[src/rtl/wdt_pkg.sv]
// Shared types and register offsets for the watchdog timeout generator.
package wdt_pkg;

  localparam int unsigned WDT_ADDR_W = 12;
  localparam int unsigned WDT_DATA_W = 32;

  typedef enum logic [1:0] {
    WDT_IDLE    = 2'd0,
    WDT_COUNT   = 2'd1,
    WDT_TIMEOUT = 2'd2
  } wdt_state_e;

  localparam logic [WDT_ADDR_W-1:0] WDT_ADDR_WDEN   = 12'h100;
  localparam logic [WDT_ADDR_W-1:0] WDT_ADDR_WDLIVE = 12'h200;
  localparam logic [WDT_ADDR_W-1:0] WDT_ADDR_WTOCNT = 12'h300;
  localparam logic [WDT_ADDR_W-1:0] WDT_ADDR_STATUS = 12'h400;
  localparam logic [WDT_ADDR_W-1:0] WDT_ADDR_COUNT  = 12'h404;

endpackage

[src/rtl/wdt_prescaler.sv]
// Modulo-PRESCALE cycle divider feeding the watchdog tick counter.
// Ports:
//   clk  - rising-edge clock
//   rst  - synchronous active-high reset
//   en   - advance the divider this cycle
//   clr  - restart the divider at 0 (wins over en)
//   tick - high on the last cycle of each PRESCALE period while enabled
module wdt_prescaler #(
  parameter int unsigned PRESCALE = 4
) (
  input  logic clk,
  input  logic rst,
  input  logic en,
  input  logic clr,
  output logic tick
);

  localparam int unsigned PW = (PRESCALE > 1) ? $clog2(PRESCALE) : 1;
  localparam logic [PW-1:0] LAST = PW'(PRESCALE - 1);

  logic [PW-1:0] pre_q, pre_d;

  // Wraps to 0 on the tick cycle; frozen when not enabled.
  always_comb begin
    tick  = en & (pre_q == LAST);
    pre_d = pre_q;
    if (clr) begin
      pre_d = '0;
    end else if (en) begin
      pre_d = tick ? '0 : pre_q + PW'(1);
    end
  end

  always_ff @(posedge clk) begin
    if (rst) begin
      pre_q <= '0;
    end else begin
      pre_q <= pre_d;
    end
  end

endmodule

[src/rtl/wdt_timeout_gen.sv]
// Watchdog timer: register-programmed limit, software kick, level timeout output.
// Ports:
//   clk       - rising-edge clock
//   rst       - synchronous active-high reset
//   reg_req   - register access request (one access per request)
//   reg_we    - 1 = write, 0 = read
//   reg_addr  - register offset
//   reg_wdata - write data
//   reg_ack   - one-cycle acknowledge
//   reg_rdata - read data, valid while reg_ack=1
//   timeout   - level watchdog expiry
module wdt_timeout_gen
  import wdt_pkg::*;
#(
  parameter int unsigned PRESCALE = 4,
  parameter int unsigned CNT_W    = 32
) (
  input  logic                  clk,
  input  logic                  rst,
  input  logic                  reg_req,
  input  logic                  reg_we,
  input  logic [WDT_ADDR_W-1:0] reg_addr,
  input  logic [WDT_DATA_W-1:0] reg_wdata,
  output logic                  reg_ack,
  output logic [WDT_DATA_W-1:0] reg_rdata,
  output logic                  timeout
);

  wdt_state_e            state_q, state_d;
  logic                  wden_q, wden_d;
  logic [CNT_W-1:0]      wtocnt_q, wtocnt_d;
  logic [CNT_W-1:0]      limit_q, limit_d;
  logic [CNT_W-1:0]      cnt_q, cnt_d;
  logic                  ack_q, ack_d;
  logic [WDT_DATA_W-1:0] rdata_q, rdata_d;
  logic                  timeout_q, timeout_d;

  logic                  acc, wr, rd;
  logic                  wr_wden, wr_kick, wr_wto;
  logic                  pre_en, pre_clr, tick;
  logic [WDT_DATA_W-1:0] rd_val;

  // A request is accepted only when the previous ack has dropped.
  assign acc     = reg_req & ~ack_q;
  assign wr      = acc & reg_we;
  assign rd      = acc & ~reg_we;
  assign wr_wden = wr & (reg_addr == WDT_ADDR_WDEN);
  assign wr_kick = wr & (reg_addr == WDT_ADDR_WDLIVE) & reg_wdata[0];
  assign wr_wto  = wr & (reg_addr == WDT_ADDR_WTOCNT);
  assign pre_en  = (state_q == WDT_COUNT);

  wdt_prescaler #(
    .PRESCALE(PRESCALE)
  ) u_prescaler (
    .clk (clk),
    .rst (rst),
    .en  (pre_en),
    .clr (pre_clr),
    .tick(tick)
  );

  // Read mux: pre-edge register contents.
  always_comb begin
    rd_val = '0;
    case (reg_addr)
      WDT_ADDR_WDEN:   rd_val = {{(WDT_DATA_W-1){1'b0}}, wden_q};
      WDT_ADDR_WTOCNT: rd_val = WDT_DATA_W'(wtocnt_q);
      WDT_ADDR_STATUS: rd_val = {28'b0, (state_q == WDT_TIMEOUT), state_q, wden_q};
      WDT_ADDR_COUNT:  rd_val = WDT_DATA_W'(cnt_q);
      default:         rd_val = '0;
    endcase
  end

  // Next-state: bus registers, FSM and tick counter.
  always_comb begin
    state_d  = state_q;
    wden_d   = wden_q;
    wtocnt_d = wtocnt_q;
    limit_d  = limit_q;
    cnt_d    = cnt_q;
    pre_clr  = 1'b0;
    ack_d    = acc;
    rdata_d  = rdata_q;

    if (wr_wden) wden_d = reg_wdata[0];
    if (wr_wto)  wtocnt_d = CNT_W'(reg_wdata);
    if (acc)     rdata_d = rd ? rd_val : '0;

    case (state_q)
      WDT_IDLE: begin
        if (wr_wden && reg_wdata[0]) begin
          state_d = WDT_COUNT;
          cnt_d   = '0;
          pre_clr = 1'b1;
          limit_d = wtocnt_q;
        end
      end
      WDT_COUNT: begin
        // Kick beats a coincident terminal tick.
        if (wr_kick) begin
          cnt_d   = '0;
          pre_clr = 1'b1;
          limit_d = wtocnt_q;
        end else if (tick) begin
          if (cnt_q == limit_q) state_d = WDT_TIMEOUT;
          else                  cnt_d   = cnt_q + CNT_W'(1);
        end
      end
      WDT_TIMEOUT: begin
        if (wr_kick) begin
          state_d = WDT_COUNT;
          cnt_d   = '0;
          pre_clr = 1'b1;
          limit_d = wtocnt_q;
        end
      end
      default: state_d = WDT_IDLE;
    endcase

    // Disarm overrides everything, including a terminal tick.
    if (wr_wden && !reg_wdata[0]) begin
      state_d = WDT_IDLE;
      cnt_d   = '0;
      pre_clr = 1'b1;
    end

    timeout_d = (state_d == WDT_TIMEOUT);
  end

  always_ff @(posedge clk) begin
    if (rst) begin
      state_q   <= WDT_IDLE;
      wden_q    <= 1'b0;
      wtocnt_q  <= '0;
      limit_q   <= '0;
      cnt_q     <= '0;
      ack_q     <= 1'b0;
      rdata_q   <= '0;
      timeout_q <= 1'b0;
    end else begin
      state_q   <= state_d;
      wden_q    <= wden_d;
      wtocnt_q  <= wtocnt_d;
      limit_q   <= limit_d;
      cnt_q     <= cnt_d;
      ack_q     <= ack_d;
      rdata_q   <= rdata_d;
      timeout_q <= timeout_d;
    end
  end

  assign reg_ack   = ack_q;
  assign reg_rdata = rdata_q;
  assign timeout   = timeout_q;

endmodule

[config.mk]
export PLATFORM = sky130hd
export DESIGN_NAME = wdt_timeout_gen
export DESIGN_NICKNAME = d
export VERILOG_FILES = /design/src/rtl/wdt_pkg.sv /design/src/rtl/wdt_prescaler.sv /design/src/rtl/wdt_timeout_gen.sv
export SDC_FILE = /design/constraint.sdc
export NUM_CORES = 1
export LEC_CHECK = 0
export CAP_MARGIN = 0
export CORE_MARGIN = 4
export CORE_UTILIZATION = 60
export DETAILED_ROUTE_END_ITERATION = 6
export PLACE_DENSITY = 0.95
export SKIP_LAST_GASP = 1
export SLEW_MARGIN = 20
export SYNTH_ARGS = -nofsm -noshare
export SYNTH_HDL_FRONTEND = slang
export SYNTH_HIERARCHICAL = 1
export SYNTH_SLANG_ARGS = --single-unit
[constraint.sdc]
create_clock -name clk -period 3.49 [get_ports clk]
set_clock_uncertainty 0.05 [all_clocks]
set_input_delay 0.349 -clock clk [delete_from_list [all_inputs] [get_ports clk]]
set_output_delay 0.349 -clock clk [all_outputs]
set_load 0.03 [all_outputs]
# --- After elaboration in Yosys (flattened, before gate mapping) ---
# Cells that the tools add are included.
classes:
  add_sub_neg: 2
  n_eq_ne: 15
  mux: 23
  bitwise_logic: 10
  reduce_logical: 11
op_table:
  columns: ["op", "count"]
  rows:
  - ["$mux W32", 8]
  - ["$pmux W32 S4", 1]
  - ["$pmux W32 S3", 1]
  - ["$pmux W32 S2", 1]
  - ["$add A32 B1 Y32 const B", 1]
  - ["$eq A32 B32 Y1", 1]
  - ["$eq A12 B10 Y1 const B", 2]
  - ["$eq A12 B11 Y1 const B", 2]
  - ["$mux W2", 7]
  - ["$eq A12 B9 Y1 const B", 1]
  - ["$and A1 B1 Y1", 8]
  - ["$eq A2 B2 Y1 const B", 3]
  - ["$ne A3 B3 Y1 const B", 2]
  - ["$pmux W2 S3", 1]
  - ["$reduce_or A2 Y1", 3]
  - ["$reduce_and A5 Y1", 1]
  - ["$ne A2 B2 Y1 const B", 2]
  - ["$mux W1", 3]
  - ["$reduce_and A3 Y1", 1]
  - ["$reduce_bool A3 Y1", 1]
  - ["$add A2 B1 Y2 const B", 1]
  - ["$eq A2 B1 Y1 const B", 1]
  - ["$logic_and A1 B1 Y1", 2]
  - ["$logic_not A2 Y1", 1]
  - ["other kinds (5)", 6]
totals:
  reg_bits: 135
  input_bits: 48
  output_inout_bits: 34

# --- Depth between registers and ports, before layout ---
# Gate-level depths: netlist (run 1).
logic_depth:
  depth_word: 9
  ltp_mapped: 11
  mapped_depth_nobuf: 7

# --- By module ---
# Netlist (run 1), hierarchy kept.
modules_own_cells:
  columns: ["module", "instances", "cells_per_inst", "area_per_inst_um2"]
  rows:
  - ["wdt_timeout_gen", 1, 757, 6160.9]
  - ["wdt_prescaler", 1, 9, 101.3]

# --- Worst setup path after synthesis (run 1) ---
# Ideal clock, no wire load.
synth_timing:
  path_type: "reg-to-reg"
  from: "register ack_q (netlist: reg_ack)"
  to: "register cnt_q[31]"
  arrival_ns: 2.348
  t_required_ns: 3.367
  slack_ns: 1.019
  path_stages_with_launch: 10
  path_buffers: 2
  cell_sequence: "dfxtp_1 -> nand2b_1 -> buf_2 -> or3_1 -> o21ai_2 -> nand2_1 -> a21o_1 -> buf_6 -> or4_1 -> a21oi_1"
synth_via:
  elab_chain_cells: 7
  elab_cells_between_ends: 16
  classes_between: "eq/ne: 4; mux: 2; bitwise: 6; reduce/logical: 4"
synth_rtl:
  columns: ["element", "line", "text"]
  rows:
  - ["start, declared", "wdt_timeout_gen.sv:34", "logic ack_q, ack_d;"]
  - ["start signal, assigned", "wdt_timeout_gen.sv:146", "ack_q <= ack_d;"]
  - ["$not A1 Y1 *", "wdt_timeout_gen.sv:44", "assign acc = reg_req & ~ack_q;"]
  - ["$and A1 B1 Y1 *", "wdt_timeout_gen.sv:44", null]
  - ["$and A1 B1 Y1 *", "wdt_timeout_gen.sv:45", "assign wr = acc & reg_we;"]
  - ["$and A1 B1 Y1 (on tied branches)", "wdt_timeout_gen.sv:48, wdt_timeout_gen.sv:47", null]
  - ["$and A1 B1 Y1 / $logic_and A1 B1 Y1 (equally long branches)", "wdt_timeout_gen.sv:48, wdt_timeout_gen.sv:91", null]
  - ["$ne A3 B3 Y1 (no line) (tied with other cells)", null, null]
  - ["$reduce_and A5 Y1 (no line) / $pmux W32 S3 (equally long branches)", null, null]
  - ["end signal, assigned", "wdt_timeout_gen.sv:145", "cnt_q <= cnt_d;"]
  - ["end, declared", "wdt_timeout_gen.sv:33", "logic [CNT_W-1:0] cnt_q, cnt_d;"]
# Mark *: on every way between the ends. The rest lies on a longest branch, timed or not.
# A chain may end at the register's enable or synchronous reset.

# --- Final worst setup path (run 1) ---
layout_timing:
  from: "register cnt_q[15]"
  to: "register cnt_q[20]"
layout_via:
  elab_chain_cells: 5
  elab_cells_between_ends: 8
  classes_between: "add/sub: 1; eq/ne: 2; mux: 4; reduce/logical: 1"
layout_rtl:
  columns: ["element", "line", "text"]
  rows:
  - ["$add A32 B1 Y32", "wdt_timeout_gen.sv:106", "else cnt_d = cnt_q + CNT_W'(1);"]
  - ["$mux W32", "wdt_timeout_gen.sv:105", "if (cnt_q == limit_q) state_d = WDT_TIMEOUT;"]
  - ["$mux W32", "wdt_timeout_gen.sv:104", "end else if (tick) begin"]
  - ["$mux W32", "wdt_timeout_gen.sv:100", "if (wr_kick) begin"]
  - ["$pmux W32 S3", "wdt_timeout_gen.sv:89", "case (state_q)"]
# Parallel ways exist; a longest one is shown, timed or not. The select of a mux whose other input is x is not followed.

==> results.cfg, run 1 <==
[run_status]
run_status = complete, but fails checks
violations = DRC

[drt]
initialDrtViolationCount = 922
per_cell_routed_wire_length_um = 20.2
drc_errors = 37
drt_pass1_iterations = 7
antenna_violating_nets_post_route = 0
totalWireLength_um = 19900
avgViaCountPerCell = 6.56
routed-via-count = 6459

[critical_path]
cpLargestDelayFamily = compound AO/OA/AOI/OAI gates
critical_path_buf_inv_count = 1
rrSetupSlack_ns = 0.42
cp_num_cells = 8
r2r-end = cnt_q[20]
data_arrival_time_of_the_critical_path_ns = 3.46
category_of_the_critical_setup_timing_path = register to register
timing.critical_path.to_type = register
critPathMaxFanout = 30
slowest_cell_on_the_critical_path = sky130_fd_sc_hd__a21o_1
reg2regPathDepth = 8
cp_data_required_time_ns = 3.88
cp_slowest_stage_delay_ns = 0.79
worstSetupStartpointType = register
crit_path_cell_trace = xor2_1 -> nor4_1 -> nand4_1 -> o21ai_1 -> buf_4 -> a21o_1 -> o31ai_1 -> a21oi_1
r2r_startpoint = cnt_q[15]

[timing]
timing.final.crit_share_pct = 87.9
setup_viol = 0
timing.fmax_mhz = 326
maxSlewHeadroom_pct = 34.9
timing.final.crit_period_ns = 3.07
slew_violations = 0
final_critical_path_setup_slack_ns = 0.421
final_hold_viol_count = 0
tns_ns = 0
grt_setup_unrepaired = no
max_slew.worst_pin.slew_ns = 0.976

[hold_path]
holdCritStartpoint = rst
min_path_type = primary input to register
holdPathEnd = u_prescaler/pre_q[0]
hold_depth = 2

[floorplan]
coreArea_um2 = 10200
floorplan.die_area_um2 = 12100
design.portCount = 82
chipHeight_um = 110
row_count = 37
die_w_um = 110
initial_core_util_pct = 61.2

[clocking]
ctsLongestPathBuffers = 2
worst_skew_pair.late_latency_ns = 0.53
cts_tree = yes
clock_tree.root_cell = sky130_fd_sc_hd__clkbuf_8
post_cts_resized = 0
clock_tree.htree_level_count = 4
path_clk_slew_ns = 0.06
cts_setup_buffers = 0
clkSinkCount = 135
number_of_buffers_inserted_during_clock_tree_synthesis = 17
cts_hold_buf = 0

[layout]
layout.nets = 890
mostFrequentLayoutCell = sky130_fd_sc_hd__nand2_1
mostFrequentLayoutCells = sky130_fd_sc_hd__nand2_1, sky130_fd_sc_hd__dfxtp_1, sky130_fd_sc_hd__a21oi_1
drive_gt1_share_pct = 8.25
diodes = 0
fillCellCount = 620
area_growth_pct = 25.3

[synthesis]
postSynthCellCount = 766
post_synth_design_cell_area_um2 = 6260
synth.distinct_cells = 61
yosysWarningCount = 6
synth.yosys.seq_area_share_pct = 43.2
synth_edf_count = 0
postSynth.asyncResetShare_pct = 0
syn_avg_cell_area_um2 = 8.18
synth_nets = 820
ys_ff_latch = 135
synth-main-ff-cell = sky130_fd_sc_hd__dfxtp_1

[grt]
globalRouteOverflowTotal = 0
initial_antenna_violation_count = 1
grt_use_total_pct = 33.5
grt_start_max_net_pins = 94
grt_pass1_wl_um = 31300
first_global_vias = 6164

[power]
power_per_cell_area_nw_per_um2 = 461
report.power.total_w = 0.00361
vdd_drop_max_uv = 328
total_leakage_power_nw = 2.84

[placement]
gpl.final_weighted_congestion = 0.968
numPortBuffers = 81
half_perimeter_wire_length_after_placement_um = 12800
detailedPlace.worstSlack_ns = 0.278

[flow_run]
maxCapViolations = 0
## report_power, final
part | switching, W | internal (W) | leakage [nW]
clock network | 0.000675 | 0.00127 | 0.308
logic | 0.0000653 | 0.0000598 | 1.45
registers | 0.000000800 | 0.00154 | 1.09
total | 0.000741 | 0.00287 | 2.84
## registers in the layout, indices dropped and copies added, names as in the netlist
| signal | cells |
|---|---|
| wden_q | 1 |
| reg_rdata | 32 |
| u_prescaler/pre_q | 2 |
| state_q | 2 |
| reg_ack | 1 |
| limit_q | 32 |
| timeout | 1 |
| cnt_q | 32 |
| wtocnt_q | 32 |
## cells by family (layout without fill, tap and decap cells)
family / Yosys count / in the layout / share of synthesized area [%]
xor+xnor: 39 / 39 / 5.45
fa+ha+maj: 6 / 6 / 1.20
mux: 5 / 5 / 0.799
simple gates: 325 / 325 / 24.8
compound gates: 194 / 194 / 20.4
flops: 135 / 135 / 43.2
buf+inv: 62 / 144 / 4.20
## synthesized netlist by cell type, types with 3 or more instances
cell type,instances,area (um2)
sky130_fd_sc_hd__nor3b_1,3,22.5
sky130_fd_sc_hd__nand2_1,165,619
sky130_fd_sc_hd__buf_2,9,45.0
sky130_fd_sc_hd__o21ai_0,6,30.0
sky130_fd_sc_hd__xnor2_1,6,52.6
sky130_fd_sc_hd__or4_1,10,75.1
sky130_fd_sc_hd__xor2_1,33,289
sky130_fd_sc_hd__o31ai_1,9,67.6
sky130_fd_sc_hd__ha_1,6,75.1
sky130_fd_sc_hd__a211oi_1,5,37.5
sky130_fd_sc_hd__a222oi_1,3,30.0
sky130_fd_sc_hd__nor2_1,50,188
sky130_fd_sc_hd__a22oi_1,30,225
sky130_fd_sc_hd__a22o_1,28,245
sky130_fd_sc_hd__or3_1,6,37.5
sky130_fd_sc_hd__a21oi_1,85,425
sky130_fd_sc_hd__nand2b_1,12,75.1
sky130_fd_sc_hd__nor4_1,10,62.6
sky130_fd_sc_hd__o21ai_1,5,25.0
sky130_fd_sc_hd__and3_1,9,56.3
sky130_fd_sc_hd__inv_1,8,30.0
sky130_fd_sc_hd__and2_1,5,31.3
sky130_fd_sc_hd__clkbuf_1,42,158
sky130_fd_sc_hd__dfxtp_1,135,2700
sky130_fd_sc_hd__nand3_1,22,110
sky130_fd_sc_hd__nand4_1,7,43.8
sky130_fd_sc_hd__nor3_1,7,35.0
sky130_fd_sc_hd__o211ai_1,5,37.5
sky130_fd_sc_hd__mux2i_1,5,50.1
## worst register-to-register path, delay by kind of cell (launching register included)
| family | cells | cell delay (ns) |
|---|---|---|
| AO/OA/AOI/OAI | 4 | 1.40 |
| flip-flops | 1 | 0.50 |
| buffers and inverters | 1 | 0.21 |
| AND/OR/NAND/NOR | 2 | 0.67 |
| XOR/XNOR | 1 | 0.15 |
## metrics by stage
stage	utilization, %	area, um2	hold WS, ns	std cells
2_1_floorplan	-	6260	0.364	766
3_3_place_gp	70.4	7200	0.397	953
3_5_place_dp	70.4	7200	0.393	953
4_1_cts	76.7	7850	0.0777	984
5_1_grt	76.7	7850	0.0904	984
6_report	76.7	7850	0.0947	984
## how the worst max path moves through the flow
| stage | from | endpoint | slack [ns] |
|---|---|---|---|
| after floorplan | reg_ack | cnt_q[31] | 1.02 |
| after global placement | reg_addr[1] | cnt_q[22] | 0.42 |
| after detailed placement | reg_addr[1] | cnt_q[23] | 0.28 |
| after CTS | cnt_q[15] | cnt_q[20] | 0.57 |
| after global routing | cnt_q[15] | cnt_q[19] | 0.38 |
| final | cnt_q[15] | cnt_q[20] | 0.42 |
## layout make-up
type | count | area (um2) | area share (%)
repair buffers | 105 | 986 | 12.6
clock buffers | 20 | 445 | 5.68
flip-flops and latches | 135 | 2700 | 34.4
clock inverters | 11 | 196 | 2.50
well taps | 136 | 170 | 2.17
inverters | 8 | 30.0 | 0.383
multi-input cells | 569 | 3310 | 42.2
## per-layer routing
metal	track usage (%)	wire length, um	vias up
met4	15.1	823	2
met1	42.8	7280	2996
li1	-	-	2849
met2	53.1	9270	516
met3	9.03	2460	96
met5	0	20	-
No activity file was read; power rests on OpenSTA's default activity.
==> inputs of run 2 (changes only) <==
Settings changed: RECOVER_POWER set to 100.
==> run 2 against run 1 <==
Compared with the run above:
- the flow now finishes without violations
- combinational power about the same
- critical path type unchanged
- die area unchanged
- clock power is essentially flat
- sequential power barely moved
- via count shrank 0.34%
- non-clock buffer count is the same
- cell count unchanged
- global-route usage stayed put
- worst hold slack got worse by 0.013 ns
- sequential cell count did not move
- core utilization decreased by 0.35 points
- setup slack worse by 0.016 ns
==> results.cfg, run 2 (synthesized netlist as in run 1, its figures left out) <==
[floorplan]
initial_core_util_pct = 61.2
floorplan.die_area_um2 = 12100
design.portCount = 82
row_count = 37
die_w_um = 110
coreArea_um2 = 10200
chipHeight_um = 110

[timing]
tns_ns = 0
timing.final.crit_period_ns = 3.09
max_slew.worst_pin.slew_ns = 1.38
slew_violations = 0
final_hold_viol_count = 0
grt_setup_unrepaired = no
maxSlewHeadroom_pct = 7.67
timing.fmax_mhz = 324
setup_viol = 0
timing.final.crit_share_pct = 88.4

[grt]
grt_use_met3_pct = 9.03
grt_start_max_net_pins = 94
initial_antenna_violation_count = 1
grt_pass1_wl_um = 31300
busiest_layer = met2
grt_use_total_pct = 33.5
globalRouteOverflowTotal = 0
grt_use_met2_pct = 53.1
first_global_vias = 6164
groute.layer.met1.usage_pct = 42.8

[clocking]
clkSinkCount = 135
cts_tree = yes
cts_hold_buf = 0
clock_tree.htree_level_count = 4
cts_setup_buffers = 0
worst_skew_pair.late_latency_ns = 0.53
number_of_buffers_inserted_during_clock_tree_synthesis = 17
clock_tree.root_cell = sky130_fd_sc_hd__clkbuf_8
ctsLongestPathBuffers = 2
post_cts_resized = 0
path_clk_slew_ns = 0.06

[power]
vdd_drop_max_uv = 329
power.combinational.fraction_pct = 3.4
total_leakage_power_nw = 2.93
netSwitchingPower_w = 0.000746
internal_power_w = 0.00287
seqPwrFrac_pct = 42.7
switching_fraction_of_total_power_pct = 20.6
power_per_cell_area_nw_per_um2 = 463
p_clk_share_pct = 53.9

[layout]
sequential_cell_area_um2 = 2700
mostFrequentLayoutCells = sky130_fd_sc_hd__nand2_1, sky130_fd_sc_hd__dfxtp_1, sky130_fd_sc_hd__a21oi_1
multiInputGateArea_um2 = 3310
area_growth_pct = 24.7
layout.nets = 890
mostFrequentLayoutCell = sky130_fd_sc_hd__nand2_1
fillCellCount = 636
diodes = 0
fin_cells = 984
drive_gt1_share_pct = 7.19

[drt]
drt_pass1_iterations = 7
avgViaCountPerCell = 6.54
per_cell_routed_wire_length_um = 20.2
initialDrtViolationCount = 967
drc_errors = 0
routed-via-count = 6437
totalWireLength_um = 19800
antenna_violating_nets_post_route = 0

[placement]
numPortBuffers = 81
dp.cells = 953
half_perimeter_wire_length_after_placement_um = 12800
gpl.final_weighted_congestion = 0.968

[critical_path]
category_of_the_critical_setup_timing_path = register to register
r2r_startpoint = reg_ack
cp_data_required_time_ns = 3.91
critPathMaxFanout = 19
data_arrival_time_of_the_critical_path_ns = 3.50
timing.critical_path.to_type = register
worstSetupStartpointType = register
critical_path_startpoint = reg_ack

[run_status]
run_status = finished clean

[flow_run]
maxCapViolations = 0

[hold_path]
min_path_type = primary input to register
holdCritStartpoint = rst
[run 2: cell count changes in the layout (fill, tap and decap cells not counted), sizes merged]
cell	delta
clkdlybuf4s50	-35
buf	-8
dlygate4sd3	+35
clkbuf	+8
[run 2: final timing paths]
path              slack (ns)  cells after the start                    to
setup / recovery        0.40                      9             cnt_q[28]
hold / removal          0.08                      2  u_prescaler/pre_q[0]
setup reg to reg        0.40                      9             cnt_q[28]
hold reg to reg         0.42                      2          reg_rdata[3]
[run 2: final cells by class]
type	instances	share of cell area, %
multi-input combinational	569	42.3
sequential	135	34.6
timing repair buffer	105	12.3
clock buffer	20	5.70
clock inverter	11	2.52
tap	136	2.18
inverter	8	0.385
[run 2: critical path, cell delays in order, from the launching register on]
cell	delay (ns)
sky130_fd_sc_hd__dfxtp_1	0.39
sky130_fd_sc_hd__nand2b_1	0.22
sky130_fd_sc_hd__clkbuf_1	0.41
sky130_fd_sc_hd__nor3_1	0.18
sky130_fd_sc_hd__and3_1	0.25
sky130_fd_sc_hd__nor2_1	0.46
sky130_fd_sc_hd__o21ai_0	0.18
sky130_fd_sc_hd__buf_4	0.25
sky130_fd_sc_hd__or4_1	0.50
sky130_fd_sc_hd__nand2_1	0.11
[run 2: power groups by stage]
stage               Sequential, W  Clock (W)  Combinational, W
floorplan                 0.00158          0         0.0000436
finish                    0.00154    0.00195          0.000123
CTS                       0.00154    0.00195          0.000122
detailed placement        0.00158          0          0.000122
global placement          0.00158          0          0.000118
global route              0.00154    0.00202          0.000128
[run 2: routing by layer]
metal  wire [um]  vias to the layer above
met3        2580                       86
met4         781                        0
met2        9330                      502
met1        7140                     2992
met5           0                        -
li1            -                     2857
[run 2: metrics by stage]
step	cell area (um2)	hold WS (ns)	utilization [%]	setup WS [ns]	power [W]
3_5_place_dp	7200	0.393	70.4	0.278	0.00170
6_report	7810	0.0814	76.3	0.405	0.00362
4_1_cts	7850	0.0777	76.7	0.572	0.00361
3_3_place_gp	7200	0.397	70.4	0.424	0.00169
5_1_grt	7810	0.0909	76.3	0.235	0.00369
2_1_floorplan	6260	0.364	-	1.02	0.00162
